$ cat src/rtl/oam_dma_controller.sv
// Sprite DMA sequencer: a CPU write to DMA_REG_ADDR freezes the core and copies
// page $XX00-$XXFF into PPU OAM as 256 read/write pairs aimed at OAM_DATA_ADDR.
module oam_dma_controller #(
    parameter logic [15:0] DMA_REG_ADDR  = 16'h4014,
    parameter logic [15:0] OAM_DATA_ADDR = 16'h2004
) (
    input  logic        clk,
    input  logic        rst,
    input  logic        ph2_rising,
    input  logic        ph2_falling,
    input  logic [15:0] cpu_addr,
    input  logic        cpu_rnw,
    input  logic [7:0]  cpu_data_in,
    input  logic [7:0]  mem_data_in,
    output logic        cpu_rdy,
    output logic        dma_active,
    output logic [15:0] dma_addr,
    output logic        dma_rnw,
    output logic [7:0]  dma_data_out,
    output logic        dma_busy
);

    // Bus ownership: cpu_rdy=0 freezes the core for the whole halt/align/copy
    // window; dma_active=1 only in READ/WRITE cycles, when the upstream mux
    // must take dma_addr/dma_rnw/dma_data_out instead of the core's bus.
    // ARM covers the rest of the trigger cycle so HALT spans one full cycle.
    typedef enum logic [2:0] {
        S_IDLE  = 3'd0,
        S_ARM   = 3'd1,
        S_HALT  = 3'd2,
        S_ALIGN = 3'd3,
        S_READ  = 3'd4,
        S_WRITE = 3'd5
    } state_t;

    state_t      state, state_next;
    logic        parity;
    logic        cycle_seen;
    logic [7:0]  page, page_next;
    logic [7:0]  idx, idx_next;
    logic        trigger;

    logic        cpu_rdy_next;
    logic        dma_active_next;
    logic [15:0] dma_addr_next;
    logic        dma_rnw_next;
    logic [7:0]  dma_data_next;
    logic        dma_busy_next;

    assign trigger = (state == S_IDLE) && ph2_falling && !cpu_rnw &&
                     (cpu_addr == DMA_REG_ADDR);

    // parity is the parity of the current CPU cycle; the first cycle after reset is even
    always_ff @(posedge clk) begin
        if (rst) begin
            parity     <= 1'b0;
            cycle_seen <= 1'b0;
        end else if (ph2_rising) begin
            if (cycle_seen) begin
                parity <= ~parity;
            end
            cycle_seen <= 1'b1;
        end
    end

    always_comb begin
        state_next      = state;
        page_next       = page;
        idx_next        = idx;
        cpu_rdy_next    = cpu_rdy;
        dma_active_next = dma_active;
        dma_addr_next   = dma_addr;
        dma_rnw_next    = dma_rnw;
        dma_data_next   = dma_data_out;
        dma_busy_next   = dma_busy;

        unique case (state)
            S_IDLE: begin
                if (trigger) begin
                    page_next     = cpu_data_in;
                    idx_next      = 8'h00;
                    dma_busy_next = 1'b1;
                    state_next    = S_ARM;
                end
            end
            S_ARM: begin
                if (ph2_rising) begin
                    state_next      = S_HALT;
                    cpu_rdy_next    = 1'b0;
                    dma_active_next = 1'b0;
                    dma_rnw_next    = 1'b1;
                end
            end
            S_HALT: begin
                // Old parity is that of the HALT cycle; odd here means the next one is a get cycle.
                if (ph2_rising) begin
                    if (parity) begin
                        state_next      = S_READ;
                        dma_active_next = 1'b1;
                        dma_rnw_next    = 1'b1;
                        dma_addr_next   = {page, idx};
                    end else begin
                        state_next = S_ALIGN;
                    end
                end
            end
            S_ALIGN: begin
                if (ph2_rising) begin
                    state_next      = S_READ;
                    dma_active_next = 1'b1;
                    dma_rnw_next    = 1'b1;
                    dma_addr_next   = {page, idx};
                end
            end
            S_READ: begin
                // Memory data is only valid on the strobe clk itself.
                if (ph2_falling) begin
                    dma_data_next = mem_data_in;
                end
                if (ph2_rising) begin
                    state_next      = S_WRITE;
                    dma_active_next = 1'b1;
                    dma_rnw_next    = 1'b0;
                    dma_addr_next   = OAM_DATA_ADDR;
                end
            end
            S_WRITE: begin
                if (ph2_rising) begin
                    if (idx == 8'hFF) begin
                        state_next      = S_IDLE;
                        idx_next        = 8'h00;
                        cpu_rdy_next    = 1'b1;
                        dma_active_next = 1'b0;
                        dma_rnw_next    = 1'b1;
                        dma_busy_next   = 1'b0;
                    end else begin
                        state_next      = S_READ;
                        idx_next        = idx + 8'd1;
                        dma_active_next = 1'b1;
                        dma_rnw_next    = 1'b1;
                        dma_addr_next   = {page, idx + 8'd1};
                    end
                end
            end
            default: begin
                state_next      = S_IDLE;
                cpu_rdy_next    = 1'b1;
                dma_active_next = 1'b0;
                dma_rnw_next    = 1'b1;
                dma_busy_next   = 1'b0;
            end
        endcase
    end

    always_ff @(posedge clk) begin
        if (rst) begin
            state        <= S_IDLE;
            page         <= 8'h00;
            idx          <= 8'h00;
            cpu_rdy      <= 1'b1;
            dma_active   <= 1'b0;
            dma_addr     <= 16'h0000;
            dma_rnw      <= 1'b1;
            dma_data_out <= 8'h00;
            dma_busy     <= 1'b0;
        end else begin
            state        <= state_next;
            page         <= page_next;
            idx          <= idx_next;
            cpu_rdy      <= cpu_rdy_next;
            dma_active   <= dma_active_next;
            dma_addr     <= dma_addr_next;
            dma_rnw      <= dma_rnw_next;
            dma_data_out <= dma_data_next;
            dma_busy     <= dma_busy_next;
        end
    end

endmodule

$ cat config.mk
export PLATFORM = sky130hd
export DESIGN_NAME = oam_dma_controller
export DESIGN_NICKNAME = d
export VERILOG_FILES = /design/src/rtl/oam_dma_controller.sv
export SDC_FILE = /design/constraint.sdc
export NUM_CORES = 1
export LEC_CHECK = 0
export ABC_AREA = 1
export BUFFER_PORTS_ARGS = -buffer_cell sky130_fd_sc_hd__buf_2
export CORE_ASPECT_RATIO = 1.5
export CORE_MARGIN = 2
export CORE_UTILIZATION = 40
export CTS_BUF_LIST = sky130_fd_sc_hd__clkbuf_4 sky130_fd_sc_hd__clkbuf_8 sky130_fd_sc_hd__clkbuf_16
export CTS_CLUSTER_DIAMETER = 200
export DETAILED_ROUTE_END_ITERATION = 10
export PLACE_DENSITY = 0.73
export SYNTH_ARGS = -nofsm -noshare
export SYNTH_HDL_FRONTEND = slang
export SYNTH_SLANG_ARGS = --single-unit
$ cat constraint.sdc
create_clock -name clk -period 1.6 [get_ports clk]
set_input_delay 0.24 -clock clk [delete_from_list [all_inputs] [get_ports clk]]
set_output_delay 0.24 -clock clk [all_outputs]
set_load 0.05 [all_outputs]
==> impl_metrics.yaml, run 1 <==
run_status:
  status: "complete, no violations"
global_route:
  gr-total-overflow: 0
  grt_pass1_wl_um: 10200
  antenna_found_initial: 0
  grt.total_usage_pct: 19.2
  grt_max_degree: 34
  grt_pass1_vias: 2351
clock_tree:
  insertion_delay_ns: 0.31
  ctsLongestPathBuffers: 2
  cts_buffers: 5
  cts_sinks: 49
  path_clk_slew_ns: 0.09
  tritoncts: "done"
  holdBufCountCts: 0
  cts.htree.levels: 2
  root_buffer: "clkbuf_8"
logic_synthesis:
  ys_seq_area_share_pct: 39.6
  syn_area_mm2: 0.00248
  synth-seq-cells: 49
  syn-num-nets: 416
  synth_warnings: 0
  yosys.cell_types.count: 26
  avgSynthCellArea_um2: 6.55
  syn_inst: 378
die:
  die_width_um: 68.3
  io_pins: 65
  die_h_um: 100
  die_area_mm2: 0.00685
  rows: 35
  core_region_area_mm2: 0.00609
  start_util_pct: 40.7
detailed_routing:
  num_vias: 2562
  ant_nets: 0
  wl_per_cell_um: 11.3
  vias_per_cell: 4.79
  drcViolationCount: 0
  drt_pass1_iterations: 5
  first_iter_violations: 67
  wirelength_um: 6060
pwr:
  powerDensity_mw_per_mm2: 1260
  p_leak_nw: 1.59
  peakVddDrop_v: 0.000689
critical_path:
  worst_setup_path_start_kind: "flop"
  critPathSlowestCell: "dfxtp_4"
  worstPathArrival_ns: 1.70
  critical-path-max-stage-delay_ns: 0.37
  worstSetupPathType: "flop to flop"
  crit_path_cell_trace: "ha_2 > nand2_2 > inv_1 > nand3_2 > nand2_4 > nand2_4 > nand3_4 > buf_4 > nand2_1 > nand2_1 > nor2_1"
  crit_path_end_kind: "flop"
  critPathMaxFanout: 8
  critPathRequiredTime_ns: 1.81
sta:
  setup_violations: 0
  layout_min_cycle_time_ns: 1.48
  finalHoldViolations: 0
  slew-limit-headroom_pct: 82.1
  slew_viol_final: 0
  tightest_slew_ns: 0.268
  period_share_pct: 92.6
  timing.fmax_mhz: 675
  hold_ws_ns: 0.187
  grt_setup_unrepaired: "yes"
  skew_ns: 0.00725
layout:
  antenna_cells: 0
  syn_to_final_growth_pct: 27.7
  fillerInstances: 592
  fin_util_pct: 52.0
  finalInstanceArea_mm2: 0.00316
  nNetsFinal: 498
  layout-drive-gt1-share_pct: 28.0
placed_design:
  hpwl_um: 4580
  place_area_mm2: 0.00297
  port-buffer-count: 64
  place_congestion: 0.874
job:
  maxCapViolCount: 0
hold_path:
  hp-class: "input pin to flop"
==> path summary, 6_finish.rpt <==
check | cells after the start | from | slack [ns] | to
setup / recovery | 11 | idx[1]$_SDFFE_PP0P_ | 0.12 | dma_addr[11]$_SDFFE_PP0P_
hold / removal | 3 | mem_data_in[3] | 0.19 | dma_data_out[3]$_SDFFE_PP0P_
setup reg to reg | 11 | idx[1]$_SDFFE_PP0P_ | 0.12 | dma_addr[11]$_SDFFE_PP0P_
hold reg to reg | 2 | page[5]$_SDFFE_PP0P_ | 0.45 | page[5]$_SDFFE_PP0P_
==> cell families after synthesis <==
kind of cell    count (synthesis)  synth area share (%)
fa+ha+maj                       1                 0.505
simple gates                  215                  38.3
xor+xnor                        1                 0.354
buf+inv                        63                  11.0
compound gates                 49                  10.2
flops                          49                  39.6
==> power breakdown <==
part           switching, mW  leakage, nW  internal (mW)
combinational           1.10         1.13          0.504
sequential            0.0934        0.400           1.37
clock                  0.440       0.0585          0.469
total                   1.63         1.59           2.35
==> critical path: cells and delay by family, from the launching register on <==
kind | cells | cell delay, ns
DFF | 1 | 0.37
adders and majority gates | 1 | 0.17
and+or+nand+nor | 8 | 0.59
buffers and inverters | 2 | 0.26
==> registers in the layout (all words and copies together) (netlist names) <==
signal	count
parity	1
dma_rnw	1
idx	8
dma_addr	16
dma_active	1
cpu_rdy	1
dma_busy	1
page	8
state	3
dma_data_out	8
cycle_seen	1
==> layout make-up <==
cell class / count / area [um2] / share of cell area (%)
Multi-Input combinational cell: 266 / 1250 / 39.6
Clock inverter: 3 / 43.8 / 1.38
Tap cell: 74 / 92.6 / 2.93
Clock buffer: 5 / 68.8 / 2.17
Inverter: 50 / 188 / 5.93
Timing Repair Buffer: 88 / 527 / 16.6
Sequential cell: 49 / 991 / 31.3
==> metal layers <==
layer | vias up | routed length, um | GRT usage (%)
met1 | 1147 | 2350 | 21.0
li1 | 1347 | - | -
met3 | 11 | 269 | 4.60
met4 | 0 | 133 | 7.54
met2 | 57 | 3300 | 34.3
met5 | - | 0 | 0
==> layout by cell type (no fill, tap or decap), drive strengths merged <==
cell	n
nand4	2
bufinv	1
ha	1
xor2	1
a21oi	31
o211ai	1
nand2	100
a22oi	1
o21ai	15
clkinv	2
clkbuf	5
buf	88
nor2	73
o21bai	1
inv	50
nand3	39
or2	1
dfxtp	49
==> through the flow <==
step	setup WS, ns	setup TNS (ns)	instances	power [mW]
after floorplan	0.178	0	378	2.64
after global placement	0.0595	0	522	3.00
after detailed placement	0.0354	0	522	3.02
after CTS	0.00467	0	530	3.93
after global routing	-0.00800	-0.00800	535	4.23
final	0.118	0	535	3.98
==> Yosys cell counts <==
| cell type | number | area share, % |
|---|---|---|
| dfxtp_1 | 49 | 40 |
| buf_6 | 3 | 1.4 |
| inv_1 | 47 | 7.1 |
| nand2_4 | 3 | 1.4 |
| o21bai_1 | 1 | 0.30 |
| nand3_1 | 37 | 7.5 |
| clkbuf_1 | 3 | 0.45 |
| o21ai_0 | 15 | 3.0 |
| xor2_1 | 1 | 0.35 |
| nor2_1 | 68 | 10 |
| nand3_2 | 1 | 0.40 |
| buf_4 | 2 | 0.61 |
| buf_2 | 5 | 1.0 |
| nor2_8 | 1 | 0.81 |
| a22oi_1 | 1 | 0.30 |
| nand2_2 | 8 | 2.0 |
| nand3_4 | 1 | 0.71 |
| clkinv_1 | 1 | 0.15 |
| nor2_2 | 4 | 1.0 |
| o211ai_1 | 1 | 0.30 |
| inv_2 | 2 | 0.30 |
| ha_1 | 1 | 0.50 |
| or2_2 | 1 | 0.25 |
| nand4_1 | 2 | 0.50 |
| a21oi_1 | 31 | 6.3 |
| nand2_1 | 89 | 13 |
==> what timing repair did <==
action | in CTS | in global routing
setup endpoints to repair | 0 | 31
gates resized for setup | 0 | 17
setup buffers | 0 | 4
(Power assumes the default switching activity.)
==> run 2: changes to the inputs <==
RECOVER_POWER = 100   (was unset)
==> impl_metrics.yaml, run 2 (synthesis gave the netlist of run 1 again) <==
run_status:
  status: "complete, no violations"
detailed_routing:
  num_vias: 2547
  drcViolationCount: 0
  vias_per_cell: 4.76
  wl_per_cell_um: 11.3
  drt_pass1_iterations: 4
  wirelength_um: 6050
  ant_nets: 0
  first_iter_violations: 68
die:
  rows: 35
  io_pins: 65
  die_width_um: 68.3
  die_h_um: 100
  start_util_pct: 40.7
  die_area_mm2: 0.00685
  core_region_area_mm2: 0.00609
sta:
  slew_viol_final: 0
  timing.fmax_mhz: 674
  grt_setup_unrepaired: "yes"
  hold_ws_ns: 0.191
  period_share_pct: 92.8
  tightest_slew_ns: 0.625
  finalHoldViolations: 0
  layout_min_cycle_time_ns: 1.48
  slew-limit-headroom_pct: 58.5
  setup_violations: 0
  skew_ns: 0.00657
clock_tree:
  insertion_delay_ns: 0.31
  root_buffer: "clkbuf_8"
  cts_buffers: 5
  path_clk_slew_ns: 0.09
  ctsLongestPathBuffers: 2
  holdBufCountCts: 0
  tritoncts: "done"
  cts.htree.levels: 2
  cts_sinks: 49
global_route:
  grt_pass1_wl_um: 10200
  grt_max_degree: 34
  grt_pass1_vias: 2351
  grt.total_usage_pct: 19.2
  gr-total-overflow: 0
  antenna_found_initial: 0
layout:
  max_flop_register: "dma_addr"
  layout-drive-gt1-share_pct: 21.9
  finalNonFillerCells: 535
  nNetsFinal: 498
  syn_to_final_growth_pct: 26.3
  final_common_cell: "nand2_1"
  antenna_cells: 0
  largest_register_ffs: 16
  final_cell_mix: "nand2_1, nor2_1, inv_1"
placed_design:
  port-buffer-count: 64
  place_congestion: 0.874
  hpwl_um: 4580
  placed_cells: 522
pwr:
  peakVddDrop_v: 0.000690
  p_leak_nw: 1.47
  powerDensity_mw_per_mm2: 1260
critical_path:
  crit_path_end_kind: "flop"
  worstSetupPathType: "flop to flop"
  critPathRequiredTime_ns: 1.81
  critPathMaxFanout: 8
  worstPathArrival_ns: 1.69
  worst_setup_path_start_kind: "flop"
  r2r_slack_ns: 0.12
hold_path:
  hp-class: "input pin to flop"
job:
  maxCapViolCount: 0
run 2: layout make-up:
type / instances / area (um2)
Clock inverter: 3 / 43.8
Multi-Input combinational cell: 266 / 1250
Clock buffer: 5 / 68.8
Fill cell: 611 / 2960
Tap cell: 74 / 92.6
Timing Repair Buffer: 88 / 492
Sequential cell: 49 / 991
Inverter: 50 / 188
run 2: repair_timing:
action / in CTS / in global routing
setup endpoints to repair: 0 / 31
resized for setup: 0 / 17
endpoints found under the hold margin: 0 / 0
buffers inserted: 0 / 4
run 2: worst paths after layout:
kind	start	end	cells past startpoint
worst min-delay path	mem_data_in[3]	dma_data_out[3]$_SDFFE_PP0P_	3
worst max-delay path	idx[1]$_SDFFE_PP0P_	dma_addr[11]$_SDFFE_PP0P_	11
worst min register to register	page[5]$_SDFFE_PP0P_	page[5]$_SDFFE_PP0P_	2
worst max register to register	idx[1]$_SDFFE_PP0P_	dma_addr[11]$_SDFFE_PP0P_	11
run 2: metal layers:
metal / track usage (%) / wire, um
met2: 34.3 / 3300
met5: 0 / 0
met4: 7.54 / 121
met1: 21.0 / 2350
met3: 4.60 / 287
run 2: per-stage QoR:
| step | setup slack [ns] | power [mW] | cell area (um2) | setup TNS [ns] | util, % |
|---|---|---|---|---|---|
| 2_1_floorplan | 0.178 | 2.64 | 2480 | 0 | - |
| 3_3_place_gp | 0.0595 | 3.00 | 2970 | 0 | 48.8 |
| 3_5_place_dp | 0.0354 | 3.02 | 2970 | 0 | 48.8 |
| 4_1_cts | 0.00467 | 3.93 | 3090 | 0 | 50.7 |
| 5_1_grt | -0.00800 | 4.20 | 3130 | -0.00800 | 51.4 |
| 6_report | 0.116 | 3.94 | 3130 | 0 | 51.4 |
run 2: power by group:
group | total (mW) | internal (mW) | switching [mW] | leakage [nW]
clock | 0.907 | 0.469 | 0.438 | 0.0585
combinational | 1.57 | 0.469 | 1.10 | 1.01
sequential | 1.47 | 1.37 | 0.0968 | 0.400
total | 3.94 | 2.31 | 1.63 | 1.47
run 2: critical path, stage by stage (launching register included):
cell,delay (ns)
dfxtp_4,0.37
ha_2,0.17
nand2_2,0.06
inv_1,0.10
nand3_2,0.10
nand2_4,0.09
nand2_4,0.07
nand3_4,0.11
buf_4,0.16
nand2_1,0.06
nand2_1,0.06
nor2_1,0.04
==> run 3: changes to the inputs <==
CORE_UTILIZATION = 45   (was 40)
PLACE_DENSITY = 0.8   (was 0.73)
==> impl_metrics.yaml, run 3 (synthesis gave the netlist of run 1 again) <==
detailed_routing:
  ant_nets: 0
  num_vias: 2659
  wirelength_um: 6580
  vias_per_cell: 5.00
  wl_per_cell_um: 12.4
  drt_pass1_iterations: 5
  first_iter_violations: 110
  drcViolationCount: 0
pwr:
  p_clk_share_pct: 20.8
  p_leak_nw: 1.51
  p_int_mw: 2.29
  powerDensity_mw_per_mm2: 1260
  power_switching_mw: 1.70
  power.share.combinational_pct: 41.7
  power_mw: 4.00
  seq_power_share_pct: 37.4
  switching_share_pct: 42.6
  peakVddDrop_v: 0.000709
global_route:
  grt_pass1_wl_um: 10300
  antenna_found_initial: 0
  grt_max_degree: 18
  grt_pass1_vias: 2542
  gr-total-overflow: 0
  grt.total_usage_pct: 21.0
critical_path:
  critPathRequiredTime_ns: 1.80
  worstPathArrival_ns: 1.79
  worstSetupPathType: "flop to flop"
  crit_path_end_kind: "flop"
  worst_setup_path_start_kind: "flop"
  critPathMaxFanout: 7
layout:
  fin_util_pct: 58.7
  largest_register_ffs: 16
  syn_to_final_growth_pct: 28.1
  layout-drive-gt1-share_pct: 24.2
  finalInstanceArea_mm2: 0.00317
  final_cell_mix: "nand2_1, nor2_1, inv_1, dfxtp_1, buf_2"
  final_common_cell: "nand2_1"
  max_flop_register: "dma_addr"
  finalNonFillerCells: 532
  antenna_cells: 0
  nNetsFinal: 499
run_status:
  status: "complete, no violations"
placed_design:
  place_area_mm2: 0.00294
  place_congestion: 0.929
  hpwl_um: 4680
  placed_cells: 516
  port-buffer-count: 64
sta:
  hold_ws_ns: 0.198
  tightest_slew_ns: 0.611
  finalHoldViolations: 0
  slew_viol_final: 0
  slew-limit-headroom_pct: 59.4
  setup_violations: 0
  timing.fmax_mhz: 629
  skew_ns: 0.00235
  grt_setup_unrepaired: "yes"
  period_share_pct: 99.4
  layout_min_cycle_time_ns: 1.59
die:
  die_area_mm2: 0.00613
  core_region_area_mm2: 0.00541
  io_pins: 65
  start_util_pct: 45.8
  rows: 33
  die_width_um: 64.6
  die_h_um: 94.9
clock_tree:
  path_clk_slew_ns: 0.09
  cts_buffers: 5
  cts_sinks: 49
  root_buffer: "clkbuf_8"
  insertion_delay_ns: 0.31
  ctsLongestPathBuffers: 2
  tritoncts: "done"
  cts.htree.levels: 2
hold_path:
  hp-class: "input pin to flop"
job:
  maxCapViolCount: 0
==> run 3: worst paths after layout <==
path                         start                      endpoint  slack, ns  depth (start not counted)
max reg2reg  state[0]$_SDFFE_PP0P_      dma_addr[9]$_SDFFE_PP0P_      0.009                         10
min                 mem_data_in[5]  dma_data_out[5]$_SDFFE_PP0P_       0.20                          3
min reg2reg   page[4]$_SDFFE_PP0P_          page[4]$_SDFFE_PP0P_       0.46                          2
max          state[0]$_SDFFE_PP0P_      dma_addr[9]$_SDFFE_PP0P_      0.009                         10
==> run 3: power groups by stage <==
stage	sequential, mW	combinational [mW]	clock [mW]
2_1_floorplan	1.91	0.726	0
3_3_place_gp	1.49	1.50	0
3_5_place_dp	1.49	1.53	0
4_1_cts	1.47	1.54	0.846
5_1_grt	1.51	1.83	0.883
6_report	1.50	1.67	0.833
==> run 3: timing repair <==
| item | 4_1_cts | 5_1_grt |
|---|---|---|
| setup endpoints to repair | 0 | 26 |
| setup buffers | 0 | 6 |
| hold buffers | 0 | 0 |
| resized for setup | 0 | 25 |
==> run 3: routing by layer <==
metal  vias up  share of wire [%]  track usage, %
li1       1343                  -               -
met1      1215                 39            21.1
met2        81                 54            40.5
met3        20                4.1            3.81
met4         0                3.3            11.0
met5         -                  0               0
==> run 3: through the flow <==
stage	setup TNS (ns)	worst slack, ns
2_1_floorplan	0	0.178
3_3_place_gp	0	0.0638
6_report	0	0.00932
3_5_place_dp	0	0.0473
4_1_cts	0	0.0256
5_1_grt	-0.391	-0.0727
==> run 3: layout make-up <==
cell class / count / area (um2)
well taps: 70 / 87.6
clock buffers: 7 / 96.3
inverters: 50 / 193
repair buffers: 89 / 532
flip-flops and latches: 49 / 995
fillers: 515 / 2240
multi-input cells: 266 / 1260
clock inverters: 1 / 8.76
==> run 3: critical path, cell delays in order, from the launching register on <==
cell and delay [ns]:
dfxtp_4 0.41, nor2_4 0.06, nand2_2 0.11, nand2_2 0.07, nand2_2 0.08, inv_4 0.05
nor2_8 0.14, nand3_4 0.17, clkbuf_16 0.20, nor2_1 0.12, nor2_1 0.07
